<file path="src/rtl/serv_wb_pkg.sv">
// rtl/serv_wb_pkg.sv - shared types and constants for the servile extension-bus decoder
package serv_wb_pkg;

   typedef enum logic [1:0] {
      ST_IDLE = 2'd0,
      ST_BUSY = 2'd1,
      ST_RESP = 2'd2
   } state_e;

   localparam logic [3:0]  DEF_BASE_NIB      = 4'h4;
   localparam logic [31:0] DEF_UNMAPPED_DATA = 32'hDEAD_BEEF;

   // Slave-index field width; never narrower than one bit so a single slave still decodes.
   function automatic int idx_w(input int n);
      return (n <= 2) ? 1 : $clog2(n);
   endfunction

endpackage

</file>
<file path="src/rtl/serv_wb_sat_ctr.sv">
// rtl/serv_wb_sat_ctr.sv - saturating event counter, cleared by reset only
module serv_wb_sat_ctr
   import serv_wb_pkg::*;
#(
   parameter int W = 16
) (
   input  logic         i_clk,
   input  logic         i_rst_n,
   input  logic         i_inc,
   output logic [W-1:0] o_cnt
);

   logic [W-1:0] cnt_q, cnt_d;

   always_comb begin
      cnt_d = cnt_q;
      if (i_inc && (cnt_q != '1)) cnt_d = cnt_q + 1'b1;
   end

   always_ff @(posedge i_clk or negedge i_rst_n) begin
      if (!i_rst_n) cnt_q <= '0;
      else          cnt_q <= cnt_d;
   end

   assign o_cnt = cnt_q;

endmodule

</file>
<file path="src/rtl/serv_wb_ext_decoder.sv">
// rtl/serv_wb_ext_decoder.sv - one-at-a-time extension-bus decoder with watchdog and fault capture
// SERV_WB_EXT_STATS_EN builds the transaction/timeout counters; otherwise they read 0.
module serv_wb_ext_decoder
   import serv_wb_pkg::*;
#(
   parameter int          NSLAVES        = 4,
   parameter logic [3:0]  BASE_NIB       = DEF_BASE_NIB,
   parameter int          SLV_SHIFT      = 8,
   parameter int          TIMEOUT_CYCLES = 255,
   parameter logic [31:0] UNMAPPED_DATA  = DEF_UNMAPPED_DATA
) (
   input  logic                    i_clk,
   input  logic                    i_rst_n,
   input  logic [31:0]             i_wb_adr,
   input  logic [31:0]             i_wb_dat,
   input  logic [3:0]              i_wb_sel,
   input  logic                    i_wb_we,
   input  logic                    i_wb_stb,
   output logic [31:0]             o_wb_rdt,
   output logic                    o_wb_ack,
   output logic [31:0]             o_s_adr,
   output logic [31:0]             o_s_dat,
   output logic [3:0]              o_s_sel,
   output logic                    o_s_we,
   output logic [NSLAVES-1:0]      o_s_stb,
   output logic [NSLAVES-1:0]      o_s_cyc,
   input  logic [NSLAVES*32-1:0]   i_s_rdt,
   input  logic [NSLAVES-1:0]      i_s_ack,
   output logic                    o_fault,
   output logic [31:0]             o_fault_adr,
   input  logic                    i_fault_clr,
   output logic [15:0]             o_txn_cnt,
   output logic [15:0]             o_tmo_cnt
);

   localparam int IDXW = idx_w(NSLAVES);
   localparam int WDW  = (TIMEOUT_CYCLES < 2) ? 1 : $clog2(TIMEOUT_CYCLES + 1);
   localparam logic [WDW-1:0] TMO_VAL = WDW'(TIMEOUT_CYCLES);
   localparam logic [IDXW:0]  NS_VAL  = (IDXW + 1)'(NSLAVES);

   state_e              state_q, state_d;
   logic [31:0]         adr_q, adr_d, dat_q, dat_d, rdt_q, rdt_d, fadr_q, fadr_d;
   logic [3:0]          sel_q, sel_d;
   logic                we_q, we_d, fault_q, fault_d;
   logic [NSLAVES-1:0]  stb_q, stb_d;
   logic [WDW-1:0]      wd_q, wd_d;

   logic [IDXW-1:0]     req_idx;
   logic                req_mapped;
   logic [NSLAVES-1:0]  req_onehot;
   logic                slv_ack, wd_expired, fault_evt;
   logic [31:0]         slv_rdt, fault_evt_adr;

   assign req_idx    = i_wb_adr[SLV_SHIFT +: IDXW];
   assign req_mapped = (i_wb_adr[31:28] == BASE_NIB) && ({1'b0, req_idx} < NS_VAL);
   // The strobe register is one-hot on the active slave, so masking with it ignores stray acks.
   assign slv_ack    = |(i_s_ack & stb_q);
   assign wd_expired = (TIMEOUT_CYCLES != 0) && ((wd_q + 1'b1) == TMO_VAL);

   always_comb begin
      req_onehot = '0;
      slv_rdt    = '0;
      for (int k = 0; k < NSLAVES; k++) begin
         if (req_idx == IDXW'(k)) req_onehot[k] = 1'b1;
         if (stb_q[k])            slv_rdt = i_s_rdt[32*k +: 32];
      end
   end

   always_comb begin
      state_d       = state_q;
      adr_d         = adr_q;
      dat_d         = dat_q;
      sel_d         = sel_q;
      we_d          = we_q;
      stb_d         = stb_q;
      wd_d          = wd_q;
      rdt_d         = rdt_q;
      fault_evt     = 1'b0;
      fault_evt_adr = adr_q;
      case (state_q)
         ST_IDLE: begin
            if (i_wb_stb) begin
               adr_d = i_wb_adr;
               dat_d = i_wb_dat;
               sel_d = i_wb_sel;
               we_d  = i_wb_we;
               if (req_mapped) begin
                  stb_d   = req_onehot;
                  wd_d    = '0;
                  state_d = ST_BUSY;
               end else begin
                  rdt_d         = UNMAPPED_DATA;
                  fault_evt     = 1'b1;
                  fault_evt_adr = i_wb_adr;
                  state_d       = ST_RESP;
               end
            end
         end
         ST_BUSY: begin
            if (slv_ack) begin
               rdt_d   = slv_rdt;
               stb_d   = '0;
               state_d = ST_RESP;
            end else if (wd_expired) begin
               rdt_d     = UNMAPPED_DATA;
               stb_d     = '0;
               fault_evt = 1'b1;
               state_d   = ST_RESP;
            end else begin
               wd_d = wd_q + 1'b1;
            end
         end
         ST_RESP: state_d = ST_IDLE;
         default: state_d = ST_IDLE;
      endcase
   end

   // A fault in the same cycle as a clear survives it; otherwise the first fault address sticks.
   always_comb begin
      fault_d = fault_q;
      fadr_d  = fadr_q;
      if (i_fault_clr) begin
         fault_d = 1'b0;
         fadr_d  = '0;
      end
      if (fault_evt) begin
         fault_d = 1'b1;
         if (!fault_q || i_fault_clr) fadr_d = fault_evt_adr;
      end
   end

   always_ff @(posedge i_clk or negedge i_rst_n) begin
      if (!i_rst_n) begin
         state_q <= ST_IDLE;
         adr_q   <= '0;
         dat_q   <= '0;
         sel_q   <= '0;
         we_q    <= 1'b0;
         stb_q   <= '0;
         wd_q    <= '0;
         rdt_q   <= '0;
         fault_q <= 1'b0;
         fadr_q  <= '0;
      end else begin
         state_q <= state_d;
         adr_q   <= adr_d;
         dat_q   <= dat_d;
         sel_q   <= sel_d;
         we_q    <= we_d;
         stb_q   <= stb_d;
         wd_q    <= wd_d;
         rdt_q   <= rdt_d;
         fault_q <= fault_d;
         fadr_q  <= fadr_d;
      end
   end

   assign o_wb_ack    = (state_q == ST_RESP);
   assign o_wb_rdt    = rdt_q;
   assign o_s_adr     = adr_q;
   assign o_s_dat     = dat_q;
   assign o_s_sel     = sel_q;
   assign o_s_we      = we_q;
   assign o_s_stb     = stb_q;
   assign o_s_cyc     = stb_q;
   assign o_fault     = fault_q;
   assign o_fault_adr = fadr_q;

`ifdef SERV_WB_EXT_STATS_EN
   logic tmo_evt;
   assign tmo_evt = (state_q == ST_BUSY) && !slv_ack && wd_expired;

   serv_wb_sat_ctr #(.W(16)) u_txn_ctr (
      .i_clk   (i_clk),
      .i_rst_n (i_rst_n),
      .i_inc   (o_wb_ack),
      .o_cnt   (o_txn_cnt)
   );

   serv_wb_sat_ctr #(.W(16)) u_tmo_ctr (
      .i_clk   (i_clk),
      .i_rst_n (i_rst_n),
      .i_inc   (tmo_evt),
      .o_cnt   (o_tmo_cnt)
   );
`else
   assign o_txn_cnt = '0;
   assign o_tmo_cnt = '0;
`endif

endmodule
</file>
<file path="config.mk">
export PLATFORM = sky130hd
export DESIGN_NAME = serv_wb_ext_decoder
export DESIGN_NICKNAME = d
export VERILOG_FILES = /design/src/rtl/serv_wb_pkg.sv /design/src/rtl/serv_wb_sat_ctr.sv /design/src/rtl/serv_wb_ext_decoder.sv
export SDC_FILE = /design/constraint.sdc
export NUM_CORES = 1
export LEC_CHECK = 0
export CELL_PAD_IN_SITES_DETAIL_PLACEMENT = 1
export CELL_PAD_IN_SITES_GLOBAL_PLACEMENT = 1
export CORE_AREA = 2 2 147 149
export DETAILED_ROUTE_END_ITERATION = 6
export DIE_AREA = 0 0 149 151
export DONT_BUFFER_PORTS = 1
export GPL_TIMING_DRIVEN = 0
export PLACE_DENSITY = 0.68
export SLEW_MARGIN = 5
export SYNTH_ARGS = -nofsm -noshare
export SYNTH_HDL_FRONTEND = slang
export SYNTH_SLANG_ARGS = --single-unit
</file>
<file path="constraint.sdc">
create_clock -name i_clk -period 2.8 [get_ports i_clk]
set_input_delay 0.28 -clock i_clk [delete_from_list [all_inputs] [get_ports i_clk]]
set_output_delay 0.28 -clock i_clk [all_outputs]
set_load 0.02 [all_outputs]
</file>
==> results of run 1 <==
kinds of logic (layout without fill, tap and decap cells):
logic type	count (synthesis)	in the layout	synth area share, %
muxes	70	70	10.9
DFF	148	148	51.3
AOI/OAI and AO/OA	174	174	19.1
buffers and inverters	90	184	7.06
adders and majority gates	2	2	0.346
other	1	34	0.0519
and+or+nand+nor	136	136	11.3
per-layer routing:
layer  global-route usage [%]  wire length (um)  vias to the layer above
li1                         -                 -                     2479
met4                     8.76               741                        0
met3                     7.62              2220                       47
met5                        0                 0                        -
met2                     40.4             13900                      315
met1                     22.7              9170                     2846
synthesized netlist by cell type, drive strengths merged (2+ instances only):
master   count  area (um2)
o31ai        3        22.5
o22ai        2        18.8
a31oi        2        12.5
nand2b       5        31.3
nand2       17        71.3
a21oi       36         180
nand3        8        52.6
a22o        13         114
nand3b       2        27.5
nor3        26         141
clkbuf      33         124
a22oi       11        82.6
inv          7        26.3
nand4        2        27.5
nor3b        2        25.0
o2bb2ai      2        17.5
a221o       26         260
o21ai       18        90.1
and2        26         163
a221oi      24         210
mux2        69         777
a2bb2oi     24         241
nor2b       27         169
nor2        15        56.3
ha           2        25.0
dfrtp      148        3700
a32o         6        60.1
a31o         2        26.3
buf         49         355
and3         3        18.8
registers in the layout, summed over array words and instances (netlist names):
register     flops
o_wb_rdt        32
o_fault          1
o_s_dat         32
wd_q             8
o_s_adr         32
state_q          2
o_s_cyc          4
o_fault_adr     32
o_s_sel          4
o_s_we           1
where the power goes:
part / internal, mW / leakage (nW) / total, mW / switching [mW]
Sequential: 2.51 / 1.75 / 3.35 / 0.838
Clock: 1.36 / 0.298 / 2.40 / 1.04
Combinational: 0.675 / 1.65 / 1.43 / 0.750
worst max-delay path, stage by stage, from the launching register on:
cell and delay, ns:
dfrtp_1 0.47, clkbuf_1 0.43, a22oi_1 0.26, nand3b_4 0.21, nor3b_2 0.07, a311oi_2 0.62, buf_2 0.35, a221o_1 0.22
area by class of cell:
| class | instances | share of cell area, % |
|---|---|---|
| sequential | 148 | 41.5 |
| multi-input combinational | 414 | 35.0 |
| timing repair buffer | 62 | 6.95 |
| buffer | 82 | 5.37 |
| clock buffer | 17 | 4.77 |
| tap | 275 | 3.86 |
| clock inverter | 15 | 2.10 |
| inverter | 8 | 0.350 |
| antenna | 2 | 0.0561 |
worst max path at each step:
stage | start | endpoint | slack [ns] | cells past startpoint
after floorplan | wd_q[0] | o_fault_adr[24] | 0.65 | 6
after global placement | o_s_cyc[1] | o_wb_rdt[18] | 0.14 | 5
after detailed placement | o_s_cyc[1] | o_wb_rdt[16] | 0.13 | 5
after CTS | o_s_cyc[1] | o_fault_adr[6] | 0.1 | 7
after global routing | state_q[1] | o_fault_adr[6] | -0.02 | 7
final | o_s_cyc[1] | o_fault_adr[19] | 0.1 | 7
stage by stage:
step	utilization [%]	hold slack [ns]
floorplan	-	-0.0156
global placement	36.9	-0.00787
detailed placement	36.9	-0.00923
CTS	41.9	-0.463
global route	42.8	-0.480
finish	42.9	-0.448
==> results.sh, run 1 <==
export IMPL_grt_max_degree=149
export IMPL_final_cell_area_mm2=0.00892
export IMPL_vias_per_cell=5.56
export IMPL_setup_ws_ns=0.0961
export IMPL_gp_congestion=0.815
export IMPL_required_ns=3.15
export IMPL_start_util_pct=34.7
export IMPL_async_reset_ff_share_pct=100
export IMPL_postCtsSetupBuffers=0
export IMPL_cts_tree="yes"
export IMPL_hp_class="in2async"
export IMPL_worstPathArrival_ns=3.05
export IMPL_pre_cts_slack_ns=0.126
export IMPL_io_buffers=0
export IMPL_grtUsageTotal_pct=21.9
export IMPL_die_area_mm2=0.0225
export IMPL_r2r_end="o_fault_adr[19]"
export IMPL_whs_ns=-0.448
export IMPL_clock_root_buffer="clkbuf_16"
export IMPL_p_per_area_mw_per_mm2=804
export IMPL_synthCells=621
export IMPL_fin_crit_ns=2.70
export IMPL_clock_latency_ns=0.42
export IMPL_path_class="reg2reg"
export IMPL_yosys_warnings=0
export IMPL_cp_max_fo=10
export IMPL_cts_clk_slew_worst_paths_ns=0.07
export IMPL_skew_ns=0.0121
export IMPL_layout_commonest_cell="dfrtp_1"
export IMPL_avgRoutedWirePerCell_um=25.5
export IMPL_cts_made_buffers=17
export IMPL_fillers=2260
export IMPL_placed_area_mm2=0.00769
export IMPL_multiInputGateArea_mm2=0.00313
export IMPL_drv_slew=0
export IMPL_cts_buffer_depth=2
export IMPL_ys_flop_type="dfrtp_1"
export IMPL_antenna_found_initial=1
export IMPL_first_pass_iters=4
export IMPL_power_mw=7.17
export IMPL_drv_cap=0
export IMPL_ys_ff_latch=148
export IMPL_drt_total_wl_mm=26.1
export IMPL_stdcell_count=1023
export IMPL_grt_pass1_vias=6289
export IMPL_vias=5687
export IMPL_drtAntennaViolNets=0
export IMPL_num_io_pins=380
export IMPL_clock_sinks=148
export IMPL_areaGrowthSynthToFinish_pct=23.5
export IMPL_ff2ff_setup_slack_ns=0.1
export IMPL_outcome="finished, violations left"
export IMPL_rows=53
export IMPL_cts_resized=0
export IMPL_yosysSeqAreaShare_pct=51.3
export IMPL_fmax_mhz=370
export IMPL_synth_edff_count=0
export IMPL_drive_gt1_share_pct=22.3
export IMPL_tightestPinTransition_ns=0.803
export IMPL_h_tree_depth=4
export IMPL_synth_avg_cell_area_um2=11.6
export IMPL_tns_ns=0
export IMPL_postCtsHoldBufs=43
export IMPL_leakage_nw=3.70
export IMPL_globalRouteOverflowTotal=0
export IMPL_chipHeight_um=151
export IMPL_netlist_cell_type_count=53
export IMPL_drtIter0Drc=207
export IMPL_start_kind="register"
export IMPL_nets=940
export IMPL_setup_viol_count_final=0
export IMPL_final_cell_mix="148 x dfrtp_1, 69 x mux2_2, 62 x dlygate4sd3_1, 38 x buf_4, 36 x a21oi_1"
export IMPL_die_w_um=149
export IMPL_finalCritPeriodShare_pct=96.6
export IMPL_core_area_mm2=0.0208
export IMPL_post_dp_hpwl_mm=18.9
export IMPL_rr_worst_depth=7
export IMPL_slew_headroom_pct=46.4
export IMPL_synth_area_mm2=0.00723
export IMPL_seqCellArea_mm2=0.00370
export IMPL_irDropWorstVdd_mv=0.487
export IMPL_regToRegStartpoint="o_s_cyc[1]"
export IMPL_drc=0
export IMPL_grt_pass1_wl_mm=37.1
export IMPL_dp_cells=927
export IMPL_violations="negative hold slack"
export IMPL_hold_viol=148
export IMPL_end_kind="register"
Note: power is estimated with default switching activity, not from simulation.
==> run 2: changes to the inputs <==
--- a/config.mk
+++ b/config.mk
@@ -7,9 +7,9 @@
 export LEC_CHECK = 0
 export CELL_PAD_IN_SITES_DETAIL_PLACEMENT = 1
 export CELL_PAD_IN_SITES_GLOBAL_PLACEMENT = 1
-export CORE_AREA = 2 2 147 149
+export CORE_AREA = 3 3 148 150
 export DETAILED_ROUTE_END_ITERATION = 6
-export DIE_AREA = 0 0 149 151
+export DIE_AREA = 0 0 151 153
 export DONT_BUFFER_PORTS = 1
 export GPL_TIMING_DRIVEN = 0
 export PLACE_DENSITY = 0.68
==> results.sh, run 2 (synthesized netlist as in run 1, its figures left out) <==
export IMPL_tightestPinTransition_ns=0.760
export IMPL_first_pass_iters=4
export IMPL_start_util_pct=34.7
export IMPL_vias=5760
export IMPL_avgRoutedWirePerCell_um=26.0
export IMPL_final_cell_mix="148 x dfrtp_1, 69 x mux2_2, 50 x dlygate4sd3_1, 38 x buf_4, 36 x a21oi_1"
export IMPL_wl_met2_mm=13.8
export IMPL_h_tree_depth=4
export IMPL_rows=53
export IMPL_areaGrowthSynthToFinish_pct=22.5
export IMPL_worstPathArrival_ns=2.99
export IMPL_layout_commonest_cell="dfrtp_1"
export IMPL_vias_per_cell=5.69
export IMPL_cts_clk_slew_worst_paths_ns=0.07
export IMPL_drtIter0Drc=243
export IMPL_chipHeight_um=153
export IMPL_whs_ns=-0.445
export IMPL_die_w_um=151
export IMPL_drt_total_wl_mm=26.3
export IMPL_violations="negative hold slack"
export IMPL_io_buffers=0
export IMPL_hold_viol=148
export IMPL_post_dp_hpwl_mm=19.4
export IMPL_grt_pass1_vias=6392
export IMPL_fin_crit_ns=2.64
export IMPL_end_kind="register"
export IMPL_finalCritPeriodShare_pct=94.2
export IMPL_core_area_mm2=0.0208
export IMPL_postCtsSetupBuffers=0
export IMPL_routed_wl_met3_mm=2.43
export IMPL_nets=928
export IMPL_start_kind="register"
export IMPL_setup_viol_count_final=0
export IMPL_m1WireLength_mm=9.18
export IMPL_grtUsageTotal_pct=21.8
export IMPL_drive_gt1_share_pct=22.6
export IMPL_die_area_mm2=0.0231
export IMPL_hp_class="in2async"
export IMPL_antenna_found_initial=3
export IMPL_cts_made_buffers=17
export IMPL_rsz0062_at_grt="false"
export IMPL_fmax_mhz=379
export IMPL_required_ns=3.15
export IMPL_num_io_pins=380
export IMPL_globalRouteOverflowTotal=0
export IMPL_highest_layer="met4"
export IMPL_drv_cap=0
export IMPL_clock_root_buffer="clkbuf_16"
export IMPL_clock_sinks=148
export IMPL_path_class="reg2reg"
export IMPL_grt_pass1_wl_mm=38.4
export IMPL_cp_max_fo=10
export IMPL_tns_ns=0
export IMPL_slew_headroom_pct=49.3
export IMPL_dp_cells=927
export IMPL_drv_slew=0
export IMPL_irDropWorstVdd_mv=0.396
export IMPL_leakage_nw=3.66
export IMPL_grt_max_degree=149
export IMPL_drtAntennaViolNets=0
export IMPL_clock_latency_ns=0.41
export IMPL_final_core_utilization_pct=42.5
export IMPL_drc=0
export IMPL_gp_congestion=0.824
export IMPL_setup_ws_ns=0.163
export IMPL_p_per_area_mw_per_mm2=825
export IMPL_pre_cts_slack_ns=0.0743
export IMPL_cts_buffer_depth=2
export IMPL_outcome="finished, violations left"
export IMPL_cts_tree="yes"
export IMPL_skew_ns=0.00928
export IMPL_stdcell_count=1012
## run 2: stage by stage
stage | cell area, um2 | power [mW] | hold WS (ns)
floorplan | 7340 | 4.26 | -0.0156
global placement | 7690 | 4.62 | -0.00820
detailed placement | 7690 | 4.72 | -0.00798
CTS | 8820 | 7.35 | -0.465
global route | 8850 | 7.65 | -0.474
finish | 8850 | 7.30 | -0.445
## run 2: cell type report
type	instances	area (um2)
clock inverter	14	213
clock buffer	18	429
timing repair buffer	50	500
sequential	148	3700
multi-input combinational	414	3140
tap	275	344
buffer	82	479
inverter	8	31.3
fill	2250	12000
antenna	3	7.51
## run 2: worst paths after layout
check / start / end / slack, ns / depth (start not counted)
max: wd_q[0] / o_fault_adr[15] / 0.16 / 8
min: i_rst_n / o_wb_rdt[31] / -0.44 / 0
max reg2reg: wd_q[0] / o_fault_adr[15] / 0.16 / 8
min reg2reg: wd_q[6] / wd_q[6] / 0.59 / 1
max in group asynchronous: i_rst_n / o_wb_rdt[21] / 2.91 / 0
min in group i_clk: i_wb_adr[30] / o_s_adr[30] / 0.02 / 2
## run 2: critical path: stages (launching register included)
cell,delay [ns]
dfrtp_1,0.45
ha_1,0.34
a21oi_1,0.26
a21boi_0,0.16
o22ai_2,0.33
nand3_4,0.16
nor3_4,0.48
buf_6,0.22
a221o_1,0.17
## run 2: routing by layer
layer,track usage (%),vias up
li1,-,2459
met1,22.5,2935
met2,39.4,315
met3,7.95,51
met4,9.02,0
met5,0,-
## run 2: repair_timing
item	in CTS	in global routing
resized for setup	0	2
setup endpoints to repair	0	35
hold buffers	49	1
endpoints found under the hold margin	198	149
## run 2: where the power goes
part           internal (mW)  total (mW)  switching [mW]
registers               2.51        3.36           0.847
clock network           1.53        2.53            1.01
logic                  0.665        1.41           0.744
total                   4.71        7.30            2.60
==> run 3: changes to the inputs <==
--- a/config.mk
+++ b/config.mk
@@ -7,12 +7,12 @@
 export LEC_CHECK = 0
 export CELL_PAD_IN_SITES_DETAIL_PLACEMENT = 1
 export CELL_PAD_IN_SITES_GLOBAL_PLACEMENT = 1
-export CORE_AREA = 3 3 148 150
+export CORE_AREA = 3 3 147 149
 export DETAILED_ROUTE_END_ITERATION = 6
-export DIE_AREA = 0 0 151 153
+export DIE_AREA = 0 0 150 152
 export DONT_BUFFER_PORTS = 1
 export GPL_TIMING_DRIVEN = 0
-export PLACE_DENSITY = 0.68
+export PLACE_DENSITY = 0.69
 export SLEW_MARGIN = 5
 export SYNTH_ARGS = -nofsm -noshare
 export SYNTH_HDL_FRONTEND = slang
==> constraint.sdc (replaced) <==
create_clock -name i_clk -period 3.4 [get_ports i_clk]
set_input_delay 0.34 -clock i_clk [delete_from_list [all_inputs] [get_ports i_clk]]
set_output_delay 0.34 -clock i_clk [all_outputs]
set_load 0.02 [all_outputs]
==> results.sh, run 3 (synthesized netlist as in run 1, its figures left out) <==
export IMPL_outcome="finished, violations left"
export IMPL_violations="negative hold slack"
export IMPL_stdcell_count=958
export IMPL_cts_buffer_depth=2
export IMPL_cts_clk_slew_worst_paths_ns=0.07
export IMPL_path_class="reg2reg"
export IMPL_worstPathArrival_ns=2.91
export IMPL_switching_share_pct=37.2
export IMPL_cts_resized=0
export IMPL_power_mw=5.66
export IMPL_leakage_nw=3.41
export IMPL_drv_cap=0
export IMPL_grt_max_degree=149
export IMPL_rows=52
export IMPL_end_kind="register"
export IMPL_fin_crit_ns=2.64
export IMPL_hp_class="in2async"
export IMPL_cts_made_buffers=17
export IMPL_tightestPinTransition_ns=0.775
export IMPL_grt_pass1_wl_mm=36.3
export IMPL_post_dp_hpwl_mm=19.3
export IMPL_nets=878
export IMPL_fmax_mhz=379
export IMPL_tns_ns=0
export IMPL_avgRoutedWirePerCell_um=25.6
export IMPL_antenna_found_initial=5
export IMPL_grtUsageTotal_pct=20.9
export IMPL_layout_commonest_cell="dfrtp_1"
export IMPL_clock_root_buffer="clkbuf_16"
export IMPL_clock_power_share_pct=32.2
export IMPL_start_util_pct=35.6
export IMPL_die_area_mm2=0.0228
export IMPL_die_w_um=150
export IMPL_gp_congestion=0.800
export IMPL_h_tree_depth=4
export IMPL_final_core_utilization_pct=40.7
export IMPL_io_buffers=0
export IMPL_skew_ns=0.00966
export IMPL_irDropWorstVdd_mv=0.325
export IMPL_postCtsSetupBuffers=0
export IMPL_cp_max_fo=10
export IMPL_p_int_mw=3.55
export IMPL_core_area_mm2=0.0203
export IMPL_drc=0
export IMPL_combPwrFrac_pct=19.1
export IMPL_globalRouteOverflowTotal=0
export IMPL_p_sw_mw=2.11
export IMPL_rr_worst_depth=5
export IMPL_whs_ns=-0.385
export IMPL_grt_pass1_vias=6096
export IMPL_drive_gt1_share_pct=24.1
export IMPL_num_io_pins=380
export IMPL_hold_viol=148
export IMPL_vias_per_cell=5.59
export IMPL_finalCritPeriodShare_pct=77.6
export IMPL_pwr_share_seq_pct=48.7
export IMPL_dp_cells=922
export IMPL_areaGrowthSynthToFinish_pct=14.3
export IMPL_chipHeight_um=152
export IMPL_drt_total_wl_mm=24.6
export IMPL_drtIter0Drc=245
export IMPL_setup_viol_count_final=0
export IMPL_cts_tree="yes"
export IMPL_drtAntennaViolNets=0
export IMPL_clock_latency_ns=0.42
export IMPL_p_per_area_mw_per_mm2=685
export IMPL_vias=5360
export IMPL_drv_slew=0
export IMPL_required_ns=3.67
export IMPL_clock_sinks=148
export IMPL_first_pass_iters=4
export IMPL_ff2ff_setup_slack_ns=0.76
export IMPL_rsz0062_at_grt="false"
export IMPL_start_kind="register"
export IMPL_slew_headroom_pct=48.3
export IMPL_final_cell_mix="148 x dfrtp_1, 69 x mux2_2, 38 x buf_4, 36 x a21oi_1, 34 x clkbuf_1"
-- run 3: cell count changes in the layout (fill, tap and decap cells not counted), moves of 2 or more --
cell / change
bufinv_16: -4
clkinvlp_4: +2
dlygate4sd3_1: -50
inv_8: +2
-- run 3: critical path, cell delays in order (launching register included) --
cell	delay [ns]
dfrtp_1	0.50
clkbuf_1	0.41
a22oi_1	0.22
a21oi_1	0.65
clkbuf_1	0.56
a2bb2oi_1	0.15
-- run 3: metal layers --
metal / track usage (%) / share of wire, %
met1: 20.3 / 33
met2: 37.5 / 52
met3: 9.44 / 11
met4: 9.24 / 3.4
met5: 0 / 0.041
-- run 3: area by class of cell --
type                    count  area [um2]
fillers                  2202       12000
flip-flops and latches    148        3700
multi-input cells         414        3130
plain buffers              82         479
clock buffers              18         429
well taps                 270         338
clock inverters            14         138
inverters                   8        31.3
diodes                      4        10.0
-- run 3: path summary, 6_finish.rpt --
kind,start,endpoint
hold reg to reg,wd_q[6],wd_q[6]
setup reg to reg,o_s_cyc[1],o_wb_rdt[25]
min in group i_clk,i_wb_adr[8],o_s_cyc[2]
setup / recovery,o_s_cyc[1],o_wb_rdt[25]
max in group asynchronous,i_rst_n,state_q[0]
hold / removal,i_rst_n,o_wb_rdt[29]
-- run 3: power groups by stage --
stage,combinational (mW),sequential [mW],clock [mW]
6_report,1.08,2.75,1.82
5_1_grt,1.19,2.81,1.95
4_1_cts,1.09,2.76,1.87
3_5_place_dp,1.08,2.79,0
3_3_place_gp,1.03,2.77,0
2_1_floorplan,0.858,2.65,0
-- run 3: metrics by stage --
stage	area, um2	worst slack (ns)
after floorplan	7340	1.25
after detailed placement	7680	0.738
final	8260	0.761
after global placement	7680	0.862
after global routing	8260	0.495
after CTS	8250	0.691
